--- src/rtl/double_buffer_pkg.sv ---
// Shared constants and helpers for the FIFO-to-stream reader and its
// two-entry skid buffer.
package double_buffer_pkg;

   localparam int DATA_W_DEF = 32;
   localparam int RD_LATENCY = 1;
   localparam int BUF_DEPTH  = 2;

   typedef logic [1:0] occ_t;

   // A new read may be issued only if the word it returns is guaranteed a slot.
   function automatic logic has_credit(input occ_t count, input logic inflight,
                                       input logic pop);
      return (int'(count) + int'(inflight) - int'(pop)) < BUF_DEPTH;
   endfunction

endpackage

--- src/rtl/skid_buffer_2.sv ---
// Two-entry in-order buffer: push writes the tail, pop retires the head,
// and a simultaneous push/pop keeps the occupancy unchanged.
module skid_buffer_2
   import double_buffer_pkg::*;
#(
   parameter int DATA_W = DATA_W_DEF
) (
   input  logic              clk,
   input  logic              reset,
   input  logic              i_push,
   input  logic              i_pop,
   input  logic [DATA_W-1:0] i_data,
   output occ_t              o_count,
   output logic [DATA_W-1:0] o_head
);

   logic [DATA_W-1:0] r_mem [BUF_DEPTH];
   logic              r_wr_ptr;
   logic              r_rd_ptr;
   occ_t              r_count;

   // NOTE: the storage array has no reset; only pointers and count do, since
   // an entry is never read before it has been written.
   always_ff @(posedge clk) begin
      if (i_push) r_mem[r_wr_ptr] <= i_data;
   end

   // NOTE: all state here uses non-blocking assignments so every register
   // samples pre-edge values regardless of statement order.
   always_ff @(posedge clk) begin
      if (reset) begin
         r_wr_ptr <= 1'b0;
         r_rd_ptr <= 1'b0;
         r_count  <= '0;
      end else begin
         if (i_push) r_wr_ptr <= ~r_wr_ptr;
         if (i_pop)  r_rd_ptr <= ~r_rd_ptr;
         r_count <= r_count + occ_t'(i_push) - occ_t'(i_pop);
      end
   end

   assign o_count = r_count;
   assign o_head  = r_mem[r_rd_ptr];

endmodule

--- src/rtl/fifo_stream_reader.sv ---
// Pulls words from a 1-cycle-latency FIFO into a two-entry buffer and
// presents them as a valid/ready stream with per-frame last markers.
module fifo_stream_reader
   import double_buffer_pkg::*;
#(
   parameter int DATA_W    = DATA_W_DEF,
   parameter int FRAME_LEN = 1024
) (
   input  logic              clk,
   input  logic              reset,
   input  logic              fifo_empty,
   input  logic [DATA_W-1:0] fifo_dout,
   input  logic              fifo_valid,
   output logic              fifo_rd,
   input  logic              stop,
   output logic [DATA_W-1:0] m_data,
   output logic              m_valid,
   input  logic              m_ready,
   output logic              m_last,
   output logic              busy,
   output logic              overflow_err
);

   localparam int               CNT_W     = $clog2(FRAME_LEN);
   localparam logic [CNT_W-1:0] LAST_BEAT = CNT_W'(FRAME_LEN - 1);

   logic [RD_LATENCY-1:0] r_rd_pipe;
   logic [CNT_W-1:0]      r_beat_cnt;
   logic                  r_overflow;

   occ_t              w_count;
   logic [DATA_W-1:0] w_head;
   logic              w_inflight;
   logic              w_nonempty;
   logic              w_pop;
   logic              w_drop;
   logic              w_push;

   assign w_inflight = |r_rd_pipe;
   assign w_nonempty = (w_count != '0) && !reset;
   assign w_pop      = w_nonempty && m_ready;

   // A returning word with nowhere to go is dropped; reset discards stragglers.
   assign w_drop = fifo_valid && !reset && (w_count == occ_t'(BUF_DEPTH)) && !w_pop;
   assign w_push = fifo_valid && !reset && !w_drop;

   skid_buffer_2 #(
      .DATA_W (DATA_W)
   ) u_buf (
      .clk     (clk),
      .reset   (reset),
      .i_push  (w_push),
      .i_pop   (w_pop),
      .i_data  (fifo_dout),
      .o_count (w_count),
      .o_head  (w_head)
   );

   assign fifo_rd = !reset && !stop && !fifo_empty && has_credit(w_count, w_inflight, w_pop);

   always_ff @(posedge clk) begin
      if (reset) begin
         r_rd_pipe  <= '0;
         r_beat_cnt <= '0;
         r_overflow <= 1'b0;
      end else begin
         r_rd_pipe <= RD_LATENCY'({r_rd_pipe, fifo_rd});
         if (w_pop) r_beat_cnt <= (r_beat_cnt == LAST_BEAT) ? '0 : r_beat_cnt + CNT_W'(1);
         if (w_drop) r_overflow <= 1'b1;
      end
   end

   assign m_valid      = w_nonempty;
   assign m_data       = w_nonempty ? w_head : '0;
   assign m_last       = w_nonempty && (r_beat_cnt == LAST_BEAT);
   assign busy         = !reset && ((w_count != '0) || w_inflight);
   assign overflow_err = r_overflow && !reset;

endmodule

--- config.mk ---
export PLATFORM = sky130hd
export DESIGN_NAME = fifo_stream_reader
export DESIGN_NICKNAME = d
export VERILOG_FILES = /design/src/rtl/double_buffer_pkg.sv /design/src/rtl/skid_buffer_2.sv /design/src/rtl/fifo_stream_reader.sv
export SDC_FILE = /design/constraint.sdc
export NUM_CORES = 1
export LEC_CHECK = 0
export CORE_ASPECT_RATIO = 1.75
export CORE_MARGIN = 10
export CORE_UTILIZATION = 37
export DETAILED_ROUTE_END_ITERATION = 7
export PLACE_DENSITY_LB_ADDON = 0.2
export SLEW_MARGIN = 25
export SYNTH_ARGS = -nofsm -noshare
export SYNTH_HDL_FRONTEND = slang
export SYNTH_SLANG_ARGS = --single-unit
--- constraint.sdc ---
create_clock -name clk -period 3 [get_ports clk]
set_input_delay 0.3 -clock clk [delete_from_list [all_inputs] [get_ports clk]]
set_output_delay 0.3 -clock clk [all_outputs]
set_load 0.005 [all_outputs]
==> run_results.csv, run 1 <==
group,metric,value,unit
worst_setup_path,cp.required,2.70,ns
worst_setup_path,cp_data_arrival_time,2.23,ns
grt,global_route_wire_length_before_repair,11.0,mm
die,chipHeight,144,µm
route,routed_wirelength_normalized_by_instance_count,15.6,µm
placement,finalWeightedCongestion,0.790,
timing,slew_violations,0,
route,detailedRoute.firstPassIterationCount,4,
worst_hold_path,timing.hold.worst_endpoint,"r_overflow",
die,number_of_placement_rows,45,
grt,globalRoute.totalOverflow,0,
timing,fin_skew,0.00643,ns
worst_hold_path,worst_hold_path.num_cells,2,
grt,grt_use_total,11.0,%
timing,fmax,395,MHz
synth,synth.lib_cells_used.distinct,32,
route,post-route-drc-count,0,
cells_and_area,most_frequent_standard_cell_in_the_layout_excluding_fill_and_tap_cells,"sky130_fd_sc_hd__clkdlybuf4s50_1",
cells_and_area,area_occupied_by_multi_input_gates,935,µm²
synth,synth.top_cells.by_area,"sky130_fd_sc_hd__edfxtp_1, sky130_fd_sc_hd__dfxtp_1, sky130_fd_sc_hd__mux2i_1, sky130_fd_sc_hd__nor2_1, sky130_fd_sc_hd__xor2_1",
route,vias,2051,
worst_setup_path,critical_path.startpoint_type,"primary input",
worst_setup_path,worstSetupEndpointType,"output pin",
timing,final-hold-violation-count,0,
cells_and_area,design.final.nets,360,
synth,synth_area,3250,µm²
timing,grt_setup_unrepaired,"no",
synth,synth.top_cell.area_share,59.1,%
worst_setup_path,reg2regPathDepth,9,
clocking,cts_inserted_buffers,9,
worst_setup_path,critical_path.reg2reg.endpoint,"u_buf.o_count[1]",
synth,post_synthesis_cell_type_with_the_largest_combined_area,"sky130_fd_sc_hd__edfxtp_1",
job,cap_violations,0,
synth,synth-seq-cells,81,
clocking,cts_tree,"done",
worst_hold_path,hold_crit_start,"r_overflow",
synth,synth_seq_area_share,69.5,%
cells_and_area,antenna_cells_inserted,0,
grt,grt_pass1_vias,2212,
die,start_util,37.8,%
placement,port_buffers,74,
grt,antenna_found_initial,0,
worst_hold_path,worstHoldPathType,"reg2reg",
synth,synth.yosys.warnings,0,
route,detail_route.wirelength,6.86,mm
cells_and_area,final_cell_mix,"sky130_fd_sc_hd__clkdlybuf4s50_1, sky130_fd_sc_hd__edfxtp_1, sky130_fd_sc_hd__nor2_1",
timing,worst_pin_slew,0.465,ns
clocking,ctsHtreeMaxLevel,3,
pwr,power.density_cell_area,617,nW/µm²
synth,postSynthAreaPerCell,14.0,µm²
run_status,outcome,"finished, final reports clean",
timing,finalHoldWorstSlack,0.468,ns
worst_setup_path,regToRegSetupSlack,0.99,ns
timing,final.min_clock_period,2.53,ns
clocking,clock_insertion_delay_worst_skew,0.33,ns
pwr,max_vdd_drop,0.000329,V
timing,layout_worst_path_cycle_share,84.3,%
clocking,worst_case_clock_buffer_depth,2,
worst_setup_path,path_class,"in2out",
grt,pin_count_of_the_biggest_net_entering_global_routing,35,
worst_setup_path,reg_to_reg_startpoint,"u_buf.o_count[0]",
pwr,power_leakage,1.54,nW
clocking,cts_setup_buffers,0,
clocking,clock_pin_slew_reported_for_the_worst_setup_and_hold_paths_after_clock_tree_synthesis,0.06,ns
die,core_ar,8610,µm²
clocking,ctsRootBufferMaster,"sky130_fd_sc_hd__clkbuf_16",
cells_and_area,seqCellArea,2260,µm²
clocking,clock-sinks,81,
route,route.detailed.vias_per_inst,4.66,
placement,place_hpwl,4.89,mm
die,dieArea,13100,µm²
timing,setup-violations-final,0,
cells_and_area,fillers,743,
cells_and_area,drive_above_1_share,9.60,%
synth,postSynthNetCount,274,
die,chipWidth,90.9,µm
route,drt_iter0_drc,81,
timing,timing.slew.headroom,68.9,%
worst_setup_path,critical_path_peak_fanout,3,
synth,postSynthCellCount,232,
die,io-pin-count,75,
timing,fin_setup_tns,0,ns
cells_and_area,area_delta_synth_final,39.1,%
route,post_detailed_route_count_of_antenna_violating_nets,0,
-- flip-flops by register name, summed over array words and instances (netlist names), named ones only --
name	flops
u_buf.r_mem	64
r_beat_cnt	10
u_buf.o_count	2
r_overflow	1
r_rd_pipe	1
u_buf.r_rd_ptr	1
u_buf.r_wr_ptr	1
-- final cells by class --
cell class | instances | share of cell area (%)
clock buffers | 9 | 4.98
clock inverters | 7 | 1.88
inverters | 6 | 0.608
multi-input cells | 136 | 20.6
flip-flops and latches | 81 | 50.0
well taps | 117 | 3.23
repair buffers | 84 | 18.6
-- logic make-up after synthesis --
kind of cell | count (synthesis) | synth area share (%)
AO/OA/AOI/OAI | 12 | 2.42
XOR/XNOR | 12 | 3.23
adder cells (fa/ha/maj) | 4 | 1.77
buffers and inverters | 15 | 2.04
flip-flops | 81 | 69.5
multiplexers | 32 | 9.84
AND/OR/NAND/NOR | 76 | 11.2
-- timing repair --
item                                   CTS  global route
setup endpoints to repair                1             1
hold buffers                             0             0
resized for setup                        1             1
endpoints found under the hold margin    0             0
-- through the flow --
step / instances / instance area, µm² / setup WS, ns / utilization, % / total power [mW]
after floorplan: 232 / 3250 / 0.262 / - / 1.49
after global routing: 440 / 4530 / 0.318 / 52.5 / 2.91
after detailed placement: 424 / 4210 / 0.0340 / 48.9 / 1.71
final: 440 / 4530 / 0.471 / 52.5 / 2.79
after CTS: 440 / 4520 / 0.0352 / 52.5 / 2.83
after global placement: 424 / 4210 / 0.117 / 48.9 / 1.70
-- worst max-delay path, stage by stage --
cell and delay, ns:
sky130_fd_sc_hd__clkdlybuf4s50_1 0.42, sky130_fd_sc_hd__o21bai_4 0.20, sky130_fd_sc_hd__inv_6 0.05, sky130_fd_sc_hd__nand2_1 0.07, sky130_fd_sc_hd__nor2_1 0.14, sky130_fd_sc_hd__o21ai_1 0.11, sky130_fd_sc_hd__fa_1 0.49, sky130_fd_sc_hd__nand2b_1 0.07
sky130_fd_sc_hd__nor4_1 0.21, sky130_fd_sc_hd__dlymetal6s2s_1 0.17
-- worst max-delay path by stage --
| stage | to | cells after the start | start | slack, ns |
|---|---|---|---|---|
| after floorplan | u_buf.r_mem[0][0] | 5 | m_ready | 0.26 |
| after global placement | fifo_rd | 10 | reset | 0.12 |
| after detailed placement | fifo_rd | 10 | reset | 0.03 |
| after CTS | fifo_rd | 10 | reset | 0.04 |
| after global routing | fifo_rd | 10 | reset | 0.32 |
| final | fifo_rd | 10 | reset | 0.47 |
-- per-layer routing --
layer  up-vias  GRT usage, %  routed length (µm)
met5         -             0                   0
met4         0          5.47                 142
li1       1008             -                   -
met2        49          20.9                3960
met3        14          3.79                 332
met1       980          10.1                2430
-- report_power, final --
part	switching (mW)	internal [mW]
registers	0.0315	1.27
clock network	0.402	0.719
logic	0.165	0.210
total	0.599	2.19
-- Yosys cell counts --
| cell | number |
|---|---|
| sky130_fd_sc_hd__edfxtp_1 | 64 |
| sky130_fd_sc_hd__nor2_1 | 46 |
| sky130_fd_sc_hd__mux2i_1 | 32 |
| sky130_fd_sc_hd__dfxtp_1 | 17 |
| sky130_fd_sc_hd__xor2_1 | 9 |
| sky130_fd_sc_hd__clkbuf_1 | 5 |
| sky130_fd_sc_hd__inv_1 | 5 |
| sky130_fd_sc_hd__nand4_1 | 5 |
| sky130_fd_sc_hd__o21ai_0 | 5 |
| sky130_fd_sc_hd__buf_2 | 4 |
| sky130_fd_sc_hd__nand2_1 | 4 |
| sky130_fd_sc_hd__a21oi_1 | 3 |
| sky130_fd_sc_hd__and2_1 | 3 |
| sky130_fd_sc_hd__and3_1 | 3 |
| sky130_fd_sc_hd__ha_1 | 3 |
| sky130_fd_sc_hd__xnor2_1 | 3 |
| sky130_fd_sc_hd__nand3_1 | 2 |
| sky130_fd_sc_hd__nor2b_1 | 2 |
| sky130_fd_sc_hd__nor3b_1 | 2 |
| sky130_fd_sc_hd__nor4_1 | 2 |
| sky130_fd_sc_hd__or3_1 | 2 |
| sky130_fd_sc_hd__and4_1 | 1 |
| sky130_fd_sc_hd__fa_1 | 1 |
| sky130_fd_sc_hd__inv_6 | 1 |
| sky130_fd_sc_hd__nand2b_1 | 1 |
| sky130_fd_sc_hd__nand3_4 | 1 |
| sky130_fd_sc_hd__nand3b_1 | 1 |
| sky130_fd_sc_hd__nor3_1 | 1 |
| sky130_fd_sc_hd__o211ai_1 | 1 |
| sky130_fd_sc_hd__o21ai_1 | 1 |
| sky130_fd_sc_hd__o21bai_1 | 1 |
| sky130_fd_sc_hd__o21bai_4 | 1 |
No activity file was read; power rests on OpenSTA's default activity.
==> run 2: changes to the inputs <==
Clock period 3 ns to 2.3 ns, I/O delays scaled along.
==> run 2 against run 1 <==
The flow now finishes with violations (setup timing); sequential share of layout area decreased by 0.38 points; clock power increased by 9%; global-route usage shrank 0.38 points; design area rose by 0.88%; total power up 23%; via count grew 1.2%; critical path type is now reg2out; highest routed layer unchanged.
==> run_results.csv, run 2 (synthesized netlist as in run 1, its figures left out) <==
group,metric,value,unit
worst_setup_path,worstSetupEndpointType,"output pin",
placement,finalWeightedCongestion,0.778,
die,number_of_placement_rows,45,
route,post-route-drc-count,0,
route,wl_met3,376,µm
clocking,clock-sinks,81,
worst_setup_path,cp_max_delay_cell,"sky130_fd_sc_hd__fa_1",
grt,grt_use_total,10.6,%
grt,antenna_found_initial,0,
worst_setup_path,critical_path.top_delay_family,"adder cells",
worst_setup_path,cp_data_arrival_time,2.08,ns
clocking,ctsHtreeMaxLevel,3,
cells_and_area,top_register,"u_buf.r_mem",
pwr,pwr-share-comb,15.7,%
job,cap_violations,0,
worst_hold_path,worst_hold_path.num_cells,3,
cells_and_area,area_delta_synth_final,40.3,%
worst_setup_path,critical-path-max-stage-delay,0.50,ns
worst_hold_path,timing.hold.worst_endpoint,"u_buf.o_count[0]",
clocking,cts_inserted_buffers,9,
grt,grt_pass1_vias,2273,
cells_and_area,drive_above_1_share,13.9,%
route,detailedRoute.firstPassIterationCount,4,
route,drt_iter0_drc,61,
worst_setup_path,critical_path.n_buffers_inverters,2,
clocking,worst_case_clock_buffer_depth,2,
timing,layout_worst_path_cycle_share,101,%
clocking,clock_pin_slew_reported_for_the_worst_setup_and_hold_paths_after_clock_tree_synthesis,0.06,ns
pwr,sequentialPowerShare,48.9,%
timing,final.min_clock_period,2.31,ns
worst_setup_path,critical_path_peak_fanout,3,
worst_setup_path,critical_path.reg2reg.endpoint,"u_buf.o_count[1]",
clocking,cts_tree,"done",
pwr,power.density_cell_area,751,nW/µm²
placement,place_area,4270,µm²
die,core_ar,8610,µm²
worst_setup_path,reg2regPathDepth,10,
cells_and_area,most_frequent_standard_cell_in_the_layout_excluding_fill_and_tap_cells,"sky130_fd_sc_hd__clkdlybuf4s50_1",
worst_setup_path,timing.critical_path.cells,"o21bai_4, inv_6, nand2_4, and2_4, o21ai_2, fa_1, nand2b_1, nor4_1, buf_2",
cells_and_area,largest_register_ff_count,64,
cells_and_area,antenna_cells_inserted,0,
route,post_detailed_route_count_of_antenna_violating_nets,0,
placement,placed_cells_incl_taps,430,
die,start_util,37.8,%
pwr,internal_power,2.67,mW
cells_and_area,design.final.nets,369,
pwr,power_switching,0.762,mW
placement,port_buffers,74,
worst_hold_path,worstHoldPathType,"in2reg",
clocking,cts_hold_buf,0,
pwr,max_vdd_drop,0.000524,V
die,io-pin-count,75,
cells_and_area,final_cell_area,4570,µm²
grt,global_route_wire_length_before_repair,10.8,mm
timing,setup-violations-final,1,
timing,final-hold-violation-count,0,
timing,grt_setup_unrepaired,"yes",
worst_setup_path,reg_to_reg_startpoint,"u_buf.o_count[1]",
timing,fin_skew,0.00643,ns
worst_setup_path,cp.required,2.07,ns
grt,globalRoute.totalOverflow,0,
run_status,outcome,"complete, but fails checks",
worst_setup_path,regToRegSetupSlack,0.36,ns
worst_setup_path,path_class,"reg2out",
timing,timing.slew.headroom,73.6,%
cells_and_area,final_cell_mix,"sky130_fd_sc_hd__clkdlybuf4s50_1, sky130_fd_sc_hd__edfxtp_1, sky130_fd_sc_hd__nor2_1",
route,route.detailed.vias_per_inst,4.62,
pwr,switching_share,22.2,%
timing,layout_setup_ws,-0.0118,ns
timing,fmax,433,MHz
worst_hold_path,hold_crit_start,"reset",
route,maxUsedRoutingLayer,"met4",
clocking,clock_insertion_delay_worst_skew,0.33,ns
route,detail_route.wirelength.met1,2.44,mm
grt,pin_count_of_the_biggest_net_entering_global_routing,35,
pwr,clock_power_share,35.4,%
route,detail_route.wirelength,6.73,mm
pwr,power_leakage,1.57,nW
die,dieArea,13100,µm²
worst_setup_path,critical_path.startpoint_type,"register",
timing,worst_pin_slew,0.396,ns
placement,place_hpwl,4.86,mm
timing,finalHoldWorstSlack,0.325,ns
run_status,failed_checks,"setup timing",
cells_and_area,stdcell_count,449,
timing,slew_violations,0,
clocking,ctsRootBufferMaster,"sky130_fd_sc_hd__clkbuf_16",
route,routed-wl-met2,3.76,mm
route,vias,2075,
route,routed_wirelength_normalized_by_instance_count,15.0,µm
die,chipHeight,144,µm
die,chipWidth,90.9,µm
## run 2: layer usage
metal | vias up | track usage, %
met5 | - | 0
met4 | 0 | 5.39
met3 | 9 | 4.00
met2 | 42 | 19.5
met1 | 1004 | 10.0
li1 | 1020 | -
## run 2: worst max-delay path by stage
| stage | endpoint | slack [ns] | start | cells past startpoint |
|---|---|---|---|---|
| detailed placement | fifo_rd | -0.47 | reset | 10 |
| global placement | fifo_rd | -0.45 | reset | 10 |
| finish | fifo_rd | -0.01 | u_buf.o_count[1] | 9 |
| floorplan | u_buf.r_mem[0][0] | 0.1 | u_buf.o_count[1] | 4 |
| global route | fifo_rd | -0.11 | u_buf.o_count[1] | 9 |
| CTS | fifo_rd | -0.05 | u_buf.o_count[0] | 9 |
## run 2: layout make-up
type                       instances  area (µm²)
tap                              117         146
sequential                        81        2270
multi-input combinational        136         952
clock buffer                      11         233
inverter                           6        27.5
timing repair buffer              93         918
clock inverter                     5        22.5
fill                             749        4050
## run 2: worst reg2reg max path, stage by stage (launching register included)
cell and delay [ns]:
sky130_fd_sc_hd__dfxtp_2 0.33, sky130_fd_sc_hd__buf_4 0.15, sky130_fd_sc_hd__nor3b_1 0.15, sky130_fd_sc_hd__nor3b_1 0.25, sky130_fd_sc_hd__inv_1 0.10, sky130_fd_sc_hd__ha_1 0.28
sky130_fd_sc_hd__inv_1 0.04, sky130_fd_sc_hd__ha_1 0.17, sky130_fd_sc_hd__xnor2_1 0.17, sky130_fd_sc_hd__xnor2_1 0.14, sky130_fd_sc_hd__nor2_1 0.06
## run 2: repair_timing
| action | CTS | global route |
|---|---|---|
| endpoints found under the setup margin | 1 | 2 |
| setup buffers | 1 | 2 |
| cloned | 0 | 0 |
| gates resized for setup | 8 | 6 |
| pin swaps | 4 | 5 |
## run 2: per-stage QoR
step	TNS (ns)	util (%)	power, mW	worst slack [ns]
finish	-0.0118	53.0	3.43	-0.0118
global route	-0.113	53.0	3.60	-0.113
CTS	-0.0455	52.7	3.48	-0.0455
detailed placement	-0.472	49.6	2.24	-0.472
global placement	-0.455	49.6	2.23	-0.455
floorplan	0	-	1.94	0.0981
## run 2: power by group through the flow
stage	logic (mW)	registers [mW]	clock network (mW)
after floorplan	0.233	1.71	0
after global placement	0.529	1.70	0
after detailed placement	0.535	1.71	0
after CTS	0.546	1.68	1.26
after global routing	0.596	1.68	1.33
final	0.540	1.68	1.22
